--- config.mk ---
export PLATFORM = sky130hd
export DESIGN_NAME = dip_serializer
export DESIGN_NICKNAME = d
export VERILOG_FILES = /design/src/rtl/dip_serializer_pkg.sv /design/src/rtl/sync_edge_detect.sv /design/src/rtl/dip_serializer.sv
export SDC_FILE = /design/constraint.sdc
export NUM_CORES = 1
export LEC_CHECK = 0
export ABC_CLOCK_PERIOD_IN_PS = 2500
export CAP_MARGIN = 30
export CORE_MARGIN = 5
export CORE_UTILIZATION = 29
export CTS_CLUSTER_DIAMETER = 80
export DETAILED_ROUTE_END_ITERATION = 10
export PLACE_DENSITY_LB_ADDON = 0.3
export SLEW_MARGIN = 20
export SYNTH_ARGS = -nofsm -noshare
export SYNTH_HDL_FRONTEND = slang
export SYNTH_SLANG_ARGS = --single-unit
export TNS_END_PERCENT = 1
--- constraint.sdc ---
create_clock -name i_CLK -period 2.5 [get_ports i_CLK]
set_clock_uncertainty 0.15 [all_clocks]
set_input_delay 0.5 -clock i_CLK [delete_from_list [all_inputs] [get_ports i_CLK]]
set_output_delay 0.5 -clock i_CLK [all_outputs]
set_load 0.005 [all_outputs]
--- src/rtl/dip_serializer_pkg.sv ---
// Shared definitions for the DIP/switch serial link transmitter.
package dip_serializer_pkg;

  localparam int unsigned COUNT_W = 5;

  localparam logic LOAD_ACTIVE   = 1'b0;
  localparam logic LOAD_INACTIVE = 1'b1;

  typedef enum logic [1:0] {
    ST_IDLE     = 2'd0,
    ST_LOADING  = 2'd1,
    ST_SHIFTING = 2'd2,
    ST_DONE     = 2'd3
  } state_e;

endpackage

--- src/rtl/sync_edge_detect.sv ---
// Multi-stage synchronizer with a registered rising-edge pulse.
module sync_edge_detect #(
  parameter int unsigned STAGES  = 2,
  parameter logic        RST_VAL = 1'b0
) (
  input  logic clk_i,
  input  logic rst_ni,
  input  logic d_i,
  output logic level_o,
  output logic rise_o
);

  logic [STAGES-1:0] sync_q;
  logic              prev_q;
  logic              rise_q;

  always_ff @(posedge clk_i or negedge rst_ni) begin
    if (!rst_ni) begin
      sync_q <= {STAGES{RST_VAL}};
      prev_q <= RST_VAL;
      rise_q <= 1'b0;
    end else begin
      sync_q <= {sync_q[STAGES-2:0], d_i};
      prev_q <= sync_q[STAGES-1];
      rise_q <= sync_q[STAGES-1] & ~prev_q;
    end
  end

  assign level_o = sync_q[STAGES-1];
  assign rise_o  = rise_q;

endmodule

--- src/rtl/dip_serializer.sv ---
// DIP/switch serial transmitter: level-loaded parallel word shifted out MSB first on PSCLK rises.
module dip_serializer
  import dip_serializer_pkg::*;
#(
  parameter int unsigned WIDTH       = 21,
  parameter int unsigned SYNC_STAGES = 2,
  parameter logic        LOAD_LEVEL  = LOAD_ACTIVE
) (
  input  logic               i_CLK,
  input  logic               i_RESET_n,
  input  logic               i_PSCLK,
  input  logic               i_DIPLatch,
  input  logic [WIDTH-1:0]   i_Word,
  input  logic               i_SerIn,
  output logic               o_DIPData,
  output logic [COUNT_W-1:0] o_BitCount,
  output logic               o_FrameDone,
  output logic               o_Overrun
);

  localparam logic [COUNT_W-1:0] FULL_CNT = COUNT_W'(WIDTH);

  logic             psclk_rise;
  logic             latch_lvl;
  logic             latch_rise_unused;
  logic             load;
  logic [WIDTH-1:0] shift_q;
  logic [COUNT_W-1:0] count_q;
  logic             frame_done_q;
  logic             overrun_q;
  state_e           state_q;

  sync_edge_detect #(.STAGES(SYNC_STAGES), .RST_VAL(1'b0)) u_psclk_sync (
    .clk_i   (i_CLK),
    .rst_ni  (i_RESET_n),
    .d_i     (i_PSCLK),
    .level_o (),
    .rise_o  (psclk_rise)
  );

  // Latch synchronizer resets to the inactive level so leaving reset never looks like a load.
  sync_edge_detect #(.STAGES(SYNC_STAGES), .RST_VAL(~LOAD_LEVEL)) u_latch_sync (
    .clk_i   (i_CLK),
    .rst_ni  (i_RESET_n),
    .d_i     (i_DIPLatch),
    .level_o (latch_lvl),
    .rise_o  (latch_rise_unused)
  );

  assign load = (latch_lvl == LOAD_LEVEL);

  always_ff @(posedge i_CLK or negedge i_RESET_n) begin
    if (!i_RESET_n) begin
      shift_q      <= '0;
      count_q      <= '0;
      frame_done_q <= 1'b0;
      overrun_q    <= 1'b0;
      state_q      <= ST_IDLE;
    end else begin
      frame_done_q <= 1'b0;
      if (load) begin
        shift_q   <= i_Word;
        count_q   <= '0;
        overrun_q <= 1'b0;
        state_q   <= ST_LOADING;
      end else if (state_q != ST_IDLE) begin
        if (state_q == ST_LOADING) begin
          state_q <= ST_SHIFTING;
        end
        if (psclk_rise) begin
          shift_q <= {shift_q[WIDTH-2:0], i_SerIn};
          if (count_q == FULL_CNT) begin
            overrun_q <= 1'b1;
            state_q   <= ST_DONE;
          end else if (count_q == FULL_CNT - 1'b1) begin
            count_q      <= FULL_CNT;
            frame_done_q <= 1'b1;
            state_q      <= ST_DONE;
          end else begin
            count_q <= count_q + 1'b1;
            state_q <= ST_SHIFTING;
          end
        end
      end
    end
  end

  assign o_DIPData   = shift_q[WIDTH-1];
  assign o_BitCount  = count_q;
  assign o_FrameDone = frame_done_q;
  assign o_Overrun   = overrun_q;

endmodule

==> flow_metrics.env <==
export IMPL_remaining_drc_errors=0
export IMPL_syn_nets=200
export IMPL_async_flop_share=1.00
export IMPL_placement_io_buffers=33
export IMPL_slew_headroom=0.475
export IMPL_postCtsHoldBufs=0
export IMPL_grt_use_total=0.105
export IMPL_clk_path_buf_depth=2
export IMPL_clk_pin_slew_ns=0.07
export IMPL_worst_pin_slew_ns=0.787
export IMPL_required_ns=1.85
export IMPL_gp_congestion=0.713
export IMPL_ctsHtreeMaxLevel=2
export IMPL_drt_iter0_drc=64
export IMPL_maxSlewViolCount=0
export IMPL_worstPathArrival_ns=1.34
export IMPL_outcome="finished clean"
export IMPL_cts_tree="yes"
export IMPL_synth_most_common_cell="nand2_1"
export IMPL_syn_area_sq_um=1610
export IMPL_postCtsSetupBuffers=0
export IMPL_cts_resized_gates=0
export IMPL_cellPowerDensity_nw_per_um2=648
export IMPL_maxCapViolCount=0
export IMPL_wl_mm=3.47
export IMPL_crit_path_top_delay_cell="clkdlybuf4s50_1"
export IMPL_cts_sinks=36
export IMPL_ys_top_cells_by_area="dfrtp_1 (53%), nand2_1 (11%), a31oi_1 (8.5%)"
export IMPL_yosysTopAreaCell="dfrtp_1"
export IMPL_p_int_mw=1.06
export IMPL_synth_seq_cells=36
export IMPL_fin_setup_tns_ns=0
export IMPL_start_util=0.296
export IMPL_synth_edf_count=0
export IMPL_rows=27
export IMPL_synth_top_cell_area_share=0.528
export IMPL_fin_crit_sh=0.797
export IMPL_grt_max_degree=37
export IMPL_p_switching_mw=0.309
export IMPL_syn_instance_count=171
export IMPL_io_pins=34
export IMPL_fmax_mhz=502
export IMPL_seq_power_share=0.483
export IMPL_setup_viol=0
export IMPL_p_total_mw=1.37
export IMPL_crit_path_cell_trace="clkdlybuf4s50_1"
export IMPL_drive_gt1_frac=0.0784
export IMPL_synth_commonest_cells="nand2_1 (49), dfrtp_1 (34), a31oi_1 (22), nor2_1 (22), clkbuf_1 (5)"
export IMPL_grt_overflow=0
export IMPL_ys_seq_area_frac=0.561
export IMPL_fp_dieArea_sq_um=7140
export IMPL_hp_class="primary input to async pin"
export IMPL_grt_antenna_before_repair=0
export IMPL_worstPathMaxFanout=9
export IMPL_root_buffer="clkbuf_8"
export IMPL_first_global_vias=1315
export IMPL_pwr_share_comb=0.112
export IMPL_path_depth=1
export IMPL_drt_pass1_iterations=4
export IMPL_areaGrowthSynthToFinish_pct=31.3
export IMPL_wl_per_cell_microns=12.6
export IMPL_path_class="flop to primary output"
export IMPL_critPathTopFamily="buffers and inverters"
export IMPL_hpwl_mm=2.43
export IMPL_rsz0062_at_grt="false"
export IMPL_ir_drop_uv=280
export IMPL_num_nets_final=232
export IMPL_die_h_microns=84.5
export IMPL_clk_latency_ns=0.28
export IMPL_yosysWarnings=0
export IMPL_end_kind="primary output"
export IMPL_layout_min_cycle_time_ns=1.99
export IMPL_swShare=0.226
export IMPL_cts_buffers=5
export IMPL_clkPwrFrac=0.404
export IMPL_reg2regPathDepth=4
export IMPL_p_leak_nw=0.904
export IMPL_die_w_microns=84.5
export IMPL_post_drt_via_cell_ratio=4.65
export IMPL_detail_route_antenna_nets=0
export IMPL_slowest_delay_ns=0.56
export IMPL_ys_types=29
export IMPL_diodes=0
export IMPL_hold_viol=0
export IMPL_synthFlopType="dfrtp_1"
export IMPL_grt_pass1_wl_mm=6.07
export IMPL_coreArea_sq_um=5440
export IMPL_postSynthAreaPerCell_sq_um=9.42
export IMPL_cp_buffers_inverters=1
export IMPL_crit_path_start_kind="flop"
export IMPL_vias=1283
[metrics by stage]
stage	std cells	util	setup WS [ns]	hold slack [ns]	cell area (sq um)
floorplan	171	-	0.936	0.0544	1610
global placement	268	0.366	0.816	0.184	1990
detailed placement	268	0.366	0.802	0.186	1990
CTS	276	0.389	0.492	0.168	2110
global route	276	0.389	0.430	0.206	2110
finish	276	0.389	0.509	0.143	2110
[routing by layer]
layer,part of all wire,wire length [microns],track usage,vias up
li1,-,-,-,641
met1,0.48,1680,0.140,598
met2,0.43,1490,0.154,39
met3,0.069,240,0.0353,5
met4,0.016,55,0.0432,0
met5,0,0,0,-
[cells in the final DEF (no fill, tap or decap), drive strengths merged, types with 3 or more instances in the layout]
cell	count
a31oi	22
buf	5
clkbuf	7
clkdlybuf4s50	32
dfrtp	34
ha	3
nand2	49
nor2	22
nor2b	3
o21ai	3
[final cells by class]
cell class | instances | area, sq um
repair buffers | 37 | 355
clock buffers | 7 | 96.3
clock inverters | 1 | 30.0
multi-input cells | 121 | 632
fillers | 564 | 3320
flip-flops and latches | 36 | 903
inverters | 2 | 7.51
well taps | 72 | 90.1
[worst register-to-register path: stages, from the launching register on]
cell	delay (ns)
dfrtp_1	0.42
o21ai_1	0.49
buf_4	0.30
nand2_1	0.08
a31oi_1	0.18
[power groups by stage]
stage	logic, mW	clock network, mW	registers (mW)
floorplan	0.0897	0	0.660
global placement	0.155	0	0.673
detailed placement	0.157	0	0.673
CTS	0.158	0.574	0.663
global route	0.177	0.598	0.669
finish	0.154	0.554	0.662
[final timing paths]
path | start | end | slack (ns)
setup / recovery | o_BitCount[2]$_DFFE_PN0P_ | o_BitCount[2] | 0.51
hold / removal | i_RESET_n | shift_q[19]$_DFFE_PN0P_ | 0.14
setup reg to reg | state_q[0]$_DFFE_PN0P_ | shift_q[19]$_DFFE_PN0P_ | 0.81
hold reg to reg | u_psclk_sync.sync_q[0]$_DFF_PN0_ | u_psclk_sync.sync_q[1]$_DFF_PN0_ | 0.20
max in group asynchronous | i_RESET_n | shift_q[4]$_DFFE_PN0P_ | 1.56
min in group i_CLK | u_psclk_sync.sync_q[0]$_DFF_PN0_ | u_psclk_sync.sync_q[1]$_DFF_PN0_ | 0.20
[sequential cells by signal, indices dropped and copies added (netlist names)]
register,count
o_BitCount,5
o_FrameDone,1
o_Overrun,1
shift_q,21
state_q,2
u_latch_sync.sync_q,2
u_psclk_sync.prev_q,1
u_psclk_sync.rise_o,1
u_psclk_sync.sync_q,2
[cells by family (layout without fill, tap and decap cells)]
logic type	Yosys count	after routing	synth area share
compound gates	36	36	0.151
mux	2	2	0.0124
buf+inv	14	47	0.0466
fa+ha+maj	3	3	0.0233
flops	36	36	0.561
simple gates	80	80	0.206
No activity file was read; power rests on OpenSTA's default activity.
